`config.mk`:
```
export PLATFORM = sky130hd
export DESIGN_NAME = individual_fitness_accum
export DESIGN_NICKNAME = d
export VERILOG_FILES = /design/src/rtl/fitness_pkg.sv /design/src/rtl/fitness_lane_metric.sv /design/src/rtl/individual_fitness_accum.sv
export SDC_FILE = /design/constraint.sdc
export NUM_CORES = 1
export LEC_CHECK = 0
export BUFFER_PORTS_ARGS = -buffer_cell sky130_fd_sc_hd__buf_2
export CORE_MARGIN = 3
export CORE_UTILIZATION = 64
export DETAILED_ROUTE_END_ITERATION = 6
export PLACE_DENSITY = 0.9
export SYNTH_ARGS = -nofsm -noshare
export SYNTH_HDL_FRONTEND = slang
export SYNTH_HIERARCHICAL = 1
export SYNTH_SLANG_ARGS = --single-unit
```
`constraint.sdc`:
```
create_clock -name clk -period 10.37 [get_ports clk]
set_clock_uncertainty 0.1 [all_clocks]
set_input_delay 0 -clock clk [delete_from_list [all_inputs] [get_ports clk]]
set_output_delay 0 -clock clk [all_outputs]
set_load 0.05 [all_outputs]
```
`src/rtl/fitness_pkg.sv`:
```
// Shared types, default widths and saturating-add helper for the fitness scoring stage.
package fitness_pkg;

    localparam int WORD_W = 16;
    localparam int LANES  = 4;
    localparam int ACC_W  = 32;
    localparam int CNT_W  = 16;

    typedef logic [WORD_W-1:0] word_t;
    typedef word_t [LANES-1:0] lane_vec_t;

    typedef enum logic [1:0] {
        IDLE,
        RUN,
        DRAIN,
        DONE
    } fsm_state_t;

    // Returns {clipped, result}; result is limited to 2^width-1 (width <= 63).
    function automatic logic [64:0] sat_add(
        input logic [63:0] acc,
        input logic [63:0] inc,
        input int          width
    );
        logic [64:0] sum;
        logic [64:0] lim;
        sum = {1'b0, acc} + {1'b0, inc};
        lim = (65'd1 << width) - 65'd1;
        if (sum > lim) begin
            return {1'b1, lim[63:0]};
        end
        return {1'b0, sum[63:0]};
    endfunction

endpackage

```
`src/rtl/fitness_lane_metric.sv`:
```
// Per-lane distance between individual output and expected output.
// FITNESS_HAMMING_EN selects popcount(y ^ e); default is unsigned |y - e|.
module fitness_lane_metric
    import fitness_pkg::*;
(
    input  word_t y,
    input  word_t e,
    output word_t metric
);

`ifdef FITNESS_HAMMING_EN
    word_t diff_bits;

    always_comb begin
        diff_bits = y ^ e;
        metric    = '0;
        for (int i = 0; i < WORD_W; i++) begin
            metric = metric + WORD_W'(diff_bits[i]);
        end
    end
`else
    always_comb begin
        metric = (y >= e) ? (y - e) : (e - y);
    end
`endif

endmodule

```
`src/rtl/individual_fitness_accum.sv`:
```
// Scores an evolved individual over N vectors: 2-stage lane-metric pipeline into a
// saturating fitness accumulator. Optional Hamming metric via FITNESS_HAMMING_EN.
module individual_fitness_accum #(
    parameter int WORD_W = fitness_pkg::WORD_W,
    parameter int LANES  = fitness_pkg::LANES,
    parameter int ACC_W  = fitness_pkg::ACC_W,
    parameter int CNT_W  = fitness_pkg::CNT_W
) (
    input  logic              clk,
    input  logic              rst_n,
    input  logic              start,
    input  logic [CNT_W-1:0]  n_samples,
    input  logic              in_valid,
    output logic              in_ready,
    input  logic [WORD_W-1:0] y3,
    input  logic [WORD_W-1:0] y2,
    input  logic [WORD_W-1:0] y1,
    input  logic [WORD_W-1:0] y0,
    input  logic [WORD_W-1:0] e3,
    input  logic [WORD_W-1:0] e2,
    input  logic [WORD_W-1:0] e1,
    input  logic [WORD_W-1:0] e0,
    output logic              busy,
    output logic              done,
    output logic [ACC_W-1:0]  fitness,
    output logic [CNT_W-1:0]  mismatch_cnt,
    output logic              saturated
);
    import fitness_pkg::*;

    localparam int SUM_W = WORD_W + 2;

    fsm_state_t        state_reg, state_next;
    logic [CNT_W-1:0]  n_lat_reg;
    logic [CNT_W-1:0]  acc_cnt_reg;
    logic              s1_valid_reg;
    lane_vec_t         s1_diff_reg;
    logic              s1_mis_reg;
    logic [ACC_W-1:0]  fitness_reg;
    logic [CNT_W-1:0]  mis_cnt_reg;
    logic              sat_reg;

    lane_vec_t         y_vec, e_vec, metric;
    logic              handshake;
    logic              start_acc;
    logic [SUM_W-1:0]  lane_sum;
    logic [64:0]       sat_res;
    logic [ACC_W-1:0]  fitness_next;
    logic              clip_next;

    assign y_vec = {y3, y2, y1, y0};
    assign e_vec = {e3, e2, e1, e0};

    genvar gi;
    generate
        for (gi = 0; gi < LANES; gi++) begin : g_lane
            fitness_lane_metric u_metric (
                .y      (y_vec[gi]),
                .e      (e_vec[gi]),
                .metric (metric[gi])
            );
        end
    endgenerate

    assign in_ready  = (state_reg == RUN) && (acc_cnt_reg < n_lat_reg);
    assign handshake = in_valid && in_ready;
    assign busy      = (state_reg == RUN) || (state_reg == DRAIN);
    assign done      = (state_reg == DONE);

    assign fitness      = fitness_reg;
    assign mismatch_cnt = mis_cnt_reg;
    assign saturated    = sat_reg;

    always_comb begin
        state_next = state_reg;
        start_acc  = 1'b0;
        case (state_reg)
            IDLE, DONE: begin
                if (start) begin
                    start_acc  = 1'b1;
                    state_next = (n_samples == '0) ? DRAIN : RUN;
                end else if (state_reg == DONE) begin
                    state_next = IDLE;
                end
            end
            RUN: begin
                if (handshake && (acc_cnt_reg + CNT_W'(1) == n_lat_reg)) begin
                    state_next = DRAIN;
                end
            end
            // Nothing enters stage 1 here, so whatever it holds commits on this edge.
            DRAIN:   state_next = DONE;
            default: state_next = IDLE;
        endcase
    end

    always_comb begin
        lane_sum = '0;
        for (int i = 0; i < LANES; i++) begin
            lane_sum = lane_sum + SUM_W'(s1_diff_reg[i]);
        end
        sat_res      = sat_add(64'(fitness_reg), 64'(lane_sum), ACC_W);
        fitness_next = ACC_W'(sat_res);
        clip_next    = sat_res[64];
    end

    always_ff @(posedge clk or negedge rst_n) begin
        if (!rst_n) begin
            state_reg    <= IDLE;
            n_lat_reg    <= '0;
            acc_cnt_reg  <= '0;
            s1_valid_reg <= 1'b0;
            s1_diff_reg  <= '0;
            s1_mis_reg   <= 1'b0;
            fitness_reg  <= '0;
            mis_cnt_reg  <= '0;
            sat_reg      <= 1'b0;
        end else begin
            state_reg    <= state_next;
            s1_valid_reg <= handshake;
            if (handshake) begin
                s1_diff_reg <= metric;
                s1_mis_reg  <= (y_vec != e_vec);
                acc_cnt_reg <= acc_cnt_reg + CNT_W'(1);
            end
            // Stage 1 is always empty when a start is accepted, so the two never collide.
            if (start_acc) begin
                n_lat_reg   <= n_samples;
                acc_cnt_reg <= '0;
                fitness_reg <= '0;
                mis_cnt_reg <= '0;
                sat_reg     <= 1'b0;
            end else if (s1_valid_reg) begin
                fitness_reg <= fitness_next;
                if (clip_next) begin
                    sat_reg <= 1'b1;
                end
                if (s1_mis_reg && (mis_cnt_reg != '1)) begin
                    mis_cnt_reg <= mis_cnt_reg + CNT_W'(1);
                end
            end
        end
    end

endmodule
```
[Yosys cells after proc, flatten, opt, wreduce, memory -nomap -nowiden]
Cells that the tools add are included.
Storage, ports and cells
  ROM bits: 0
  memories: 0
  input port bits: 148
  output and inout bits: 52
  latch bits: 0
  bits in writable memories: 0
  word-level logic and storage cells: 79
  register bits: 149
Operators by class
  add/subtract/negate cells: 14
  shifts and indexed selects: 0
  div/mod/pow operators: 0
  reduce and logical (&&, ||, !) cells: 15
  muxes and demuxes: 24
  magnitude comparators: 6
  bitwise gates (word level): 0
  equal/unequal tests: 8
  $mul: 0
Operator list (count)
  16-bit two-way mux: 9
  65-bit two-way mux: 2
  16-bit subtractor: 8
  16-bit greater-or-equal comparator: 4
  32-bit two-way mux: 2
  64-bit != test: 1
  32-bit by 18-bit adder with 33-bit output: 1
  33-bit by 32-bit > comparator with 1-bit output (second input constant): 1
  16-bit by 1-bit adder with 16-bit output (second input constant): 2
  17-bit by 16-bit adder with 18-bit output: 1
  18-bit by 16-bit adder with 18-bit output: 1
  16-bit by 16-bit adder with 17-bit output: 1
  16-bit == test: 1
  16-bit logical NOT: 1
  16-bit less-than comparator: 1
  16-bit != test (second input constant): 1
  2-bit two-way mux: 4
  2-bit nonzero test: 4
  1-bit two-way mux: 6
  2-bit case mux with 3 select lines: 1
  2-bit AND reduction: 3
  2-bit == test (second input constant): 2
  1-bit logical AND: 4
  3-bit != test (second input constant): 1
  other kinds (5): 5

[Logic depth before layout (Yosys ltp)]
  depth in word-level cells: 10
  depth in mapped cells: 17
  depth with buffers taken out: 16

[Hierarchy]
Netlist, hierarchy kept.
Modules (own cells, without submodules)
  individual_fitness_accum: seq. area each 3728.6 µm², cells each 1079, area an instance 10057.1 µm², times used 1
  fitness_lane_metric: seq. area each 0.0 µm², cells each 215, area an instance 1572.8 µm², times used 4

[Worst setup path before layout]
Ideal clock, no wire load.
  kind: register to register
  start: reg fitness_reg[1], in the netlist fitness[1]
  end: reg fitness_reg[31], in the netlist fitness[31]
  period minus slack after synthesis: 4.705 ns
  slack: 5.665 ns
  library setup time: 0.144 ns
  stages on the path, launching flop included: 16
  buffers on the path: 0
  data required time: 10.126 ns
  arrival: 4.461 ns
  path through: dfrtp_1 -> inv_1 -> fa_1 -> fa_1 -> fa_1 -> inv_1 -> ha_1 -> fa_1 -> a211oi_1 -> nor2_1 -> o211ai_1 -> a311oi_1 -> a211oi_1 -> nor3_1 -> a21oi_1 -> a211oi_1
Between the ends
  word-level cells in the longest chain between the ends: 6
RTL lines
  from (decl): RTL line individual_fitness_accum.sv:39  | logic [ACC_W-1:0] fitness_reg;
  from (signal assigned): RTL line individual_fitness_accum.sv:134  | fitness_reg <= fitness_next;
  32-bit by 18-bit adder with 33-bit output (*): RTL line fitness_pkg.sv:27  | sum = {1'b0, acc} + {1'b0, inc};
  33-bit by 32-bit > comparator with 1-bit output: RTL line fitness_pkg.sv:29  | if (sum > lim) begin
  1-bit two-way mux: RTL line fitness_pkg.sv:29
  65-bit two-way mux (*): RTL line fitness_pkg.sv:32  | return {1'b0, sum[63:0]};
  32-bit two-way mux (*): RTL line individual_fitness_accum.sv:133  | end else if (s1_valid_reg) begin
  32-bit two-way mux (*): RTL line individual_fitness_accum.sv:127  | if (start_acc) begin
Every way passes the cells marked *; elsewhere a longest branch is shown, timed or not. The select of a mux whose other input is x is not followed.
A chain may end at the register's enable or synchronous reset.

[Worst setup path after layout]
  start: reg fitness_reg[10], in the netlist fitness[10]
  end: reg fitness_reg[7], in the netlist fitness[7]
Between the ends
  word-level cells in the longest chain between the ends: 6
RTL lines (RTL line)
  32-bit by 18-bit adder with 33-bit output: fitness_pkg.sv:27
  33-bit by 32-bit > comparator with 1-bit output: fitness_pkg.sv:29
  1-bit two-way mux: fitness_pkg.sv:29
  65-bit two-way mux: fitness_pkg.sv:32
  32-bit two-way mux: individual_fitness_accum.sv:133
  32-bit two-way mux: individual_fitness_accum.sv:127
Every way passes these cells. The select of a mux whose other input is x is not followed.

==> metrics.yaml <==
logic_synthesis:
  ys_ff_latch: 149
  synthTopCellsByCount: "inv_1 (348), ha_1 (168), o21ai_0 (150)"
  synth_top_area_share: 0.228
  yosys.area.top_type: "dfrtp_1"
  async_flop_share: 1.00
  synth_edf_count: 0
  avgSynthCellArea_um2: 8.43
  syn-cell-area_um2: 16300
  syn_inst: 1939
  yosysWarnings: 6
  synthMostInstantiatedCell: "inv_1"
  synth_area_leaders: "dfrtp_1 (23%), ha_1 (13%), inv_1 (8.0%)"
  syn_nets: 2310
  synth.distinct_cells: 71
  ys.flop_type: "dfrtp_1"
  yosysSeqAreaShare: 0.228
layout:
  antennaDiodeCount: 0
  drive_gt1_frac: 0.143
  syn_to_final_growth_pct: 10.9
  finalNonFillerCells: 2441
  largest_register_ffs: 64
  fin_area_um2: 18100
  layout.nets: 2476
routing:
  drcViolationCount: 0
  ant_nets: 0
  routed_wl_mm: 47.6
  wl_per_cell_um: 19.5
  route.vias.total: 14900
  drt_first_pass_iters: 5
  routed_via_density: 6.10
  first_iter_violations: 1449
pwr:
  p_seq_frac: 0.150
  switching_share: 0.522
  p_clk_frac: 0.098
  p_int_mw: 2.92
  max-vdd-ir-drop_mv: 0.401
  power_switching_mw: 3.19
  p_leak_nw: 9.26
  powerDensity_nw_per_um2: 337
  p_comb_frac: 0.753
clock_network:
  post-cts-setup-buffers: 0
  cts-root-buf: "clkbuf_16"
  cts_resized: 0
  cts_max_level: 4
  cts_buffers: 17
  path_clk_slew_ps: 70
  cts.sinks: 149
  cts_tree: "built"
  clk_latency_ps: 440
  clockBufferDepth: 2
placed_design:
  place_inst: 2391
  port_buffers: 199
  dpl_cell_area_um2: 17400
  finalWeightedCongestion: 0.988
  hpwl_mm: 37.2
floorplan:
  die_area_um2: 27500
  die_w_um: 166
  rows: 57
  dieHeight_um: 166
  coreArea_um2: 24700
  design.portCount: 200
  start_util: 0.663
critical_path:
  endpoint_kind: "flop"
  r2r_setup_slack_ps: 5030
  cpMaxStageDelayCell: "nand4_2"
  cp.arrival_ps: 5560
  required_ps: 10590
  rr_worst_depth: 16
  critical_path_buf_inv_count: 4
  crit_path_frequent_cell: "inv_1"
  cp_top_family: "adder cells"
  worstPathMaxFanout: 28
  setup.worst_path.class: "reg2reg"
  crit_chain: "inv_1 > fa_1 > inv_1 > fa_1 > inv_1 > fa_1 > inv_1 > ha_1 > nand2_1 > nor2_1 > and3_1 > a31o_2 > a31oi_1 > o41ai_4 > nand4_2 > o21ai_0"
  start_kind: "flop"
  reg2reg_from: "fitness[10]"
  crit_path_max_incr_delay_ps: 780
  reg2reg_to: "fitness[7]"
timing:
  slew_headroom: 0.296
  tightest_slew_ps: 1060
  fin_crit_ps: 5340
  drv_slew: 0
  tns_ps: 0
  hold_violations: 0
  fin_crit_sh: 0.515
  final-setup-viol-count: 0
  fmax_mhz: 187
  rsz0062_at_grt: "false"
run:
  maxCapViolations: 0
outcome:
  status: "completed"
global_routing:
  antenna_found_initial: 0
  track_usage: 0.338
  grt-ovfl-total: 0
  grt_max_degree: 97
  grt_pass1_vias: 14500
  grt_pass1_wl_mm: 76.4
min_path:
  min_from: "y2[1]"
  hold_depth: 5
  hold_end: "s1_diff_reg[33]"
  holdCritPathClass: "in2reg"
worst register-to-register path, delay by kind of cell, from the launching register on:
kind | cells | cell delay, ps
buf+inv | 4 | 230
fa+ha+maj | 4 | 1820
compound gates | 4 | 1400
flops | 1 | 410
simple gates | 4 | 1260
metal layers:
metal | GRT usage | share of wire | vias up
met4 | 0.122 | 0.038 | 0
li1 | - | - | 6863
met1 | 0.470 | 0.42 | 7155
met2 | 0.549 | 0.46 | 773
met5 | 0 | 0 | -
met3 | 0.0417 | 0.083 | 94
what timing repair did:
| item | CTS | global route |
|---|---|---|
| endpoints found under the hold margin | 99 | 0 |
| endpoints found under the setup margin | 0 | 0 |
| hold buffers | 19 | 0 |
through the flow:
stage	hold WS, ps	power [mW]	setup slack (ps)	util
2_1_floorplan	-396	4.28	5670	-
3_3_place_gp	-32.1	5.05	5500	0.704
3_5_place_dp	-22.7	5.34	5220	0.704
4_1_cts	23.8	6.00	5140	0.735
5_1_grt	59.8	6.65	4800	0.735
6_report	23.9	6.11	5030	0.735
power by group through the flow:
| stage | logic [mW] | registers [mW] | clock network, mW |
|---|---|---|---|
| floorplan | 3.35 | 0.926 | 0 |
| global placement | 4.15 | 0.902 | 0 |
| detailed placement | 4.43 | 0.915 | 0 |
| CTS | 4.49 | 0.912 | 0.595 |
| global route | 5.10 | 0.929 | 0.620 |
| finish | 4.60 | 0.915 | 0.596 |
cell usage in the layout, fill, tap and decap left out, types with 5 or more instances in the layout:
cell type,n
o221ai_1,15
fa_1,55
nor4_1,23
o21bai_1,25
a311oi_1,6
and3_1,17
a211oi_1,10
o21ai_0,150
a21boi_0,5
o2111ai_1,5
nand2_1,145
o221a_2,8
a21oi_4,8
and4_1,5
nor3_1,21
nor2b_1,12
o31a_1,5
dlygate4sd3_1,19
a21oi_1,122
clkinvlp_4,8
buf_2,198
nor2_1,71
mux2_2,18
and2_1,10
clkbuf_16,17
nand3_1,37
o211ai_1,8
ha_1,168
xnor2_1,71
nand4_1,37
xor2_1,115
mux2i_1,76
nand3b_1,5
nand2b_1,6
inv_1,348
a21o_1,22
dfrtp_1,149
o31ai_1,11
or3_1,5
cell type report:
class                      instances  area [µm²]
multi-input combinational       1367       10900
fill                            1786        6550
sequential                       149        3730
inverter                         348        1310
timing repair buffer             222        1220
clock buffer                      20         457
tap                              324         405
clock inverter                    11         104
logic make-up after synthesis:
kind of cell / after synthesis / synth area share
AOI/OAI and AO/OA: 453 / 0.187
xor gates and xnor gates: 186 / 0.0996
adders and majority gates: 223 / 0.196
buffers and inverters: 423 / 0.106
DFF: 149 / 0.228
muxes: 96 / 0.0603
and+or+nand+nor: 409 / 0.123
worst max path at each step:
stage / startpoint / to / slack (ps) / depth (start not counted)
after floorplan: fitness[1] / fitness[31] / 5670 / 15
final: fitness[10] / fitness[7] / 5030 / 16
after detailed placement: fitness[10] / fitness[2] / 5220 / 16
after global placement: fitness[10] / fitness[11] / 5500 / 16
after global routing: fitness[11] / fitness[8] / 4800 / 16
after CTS: fitness[10] / fitness[7] / 5140 / 16
(Power assumes the default switching activity.)
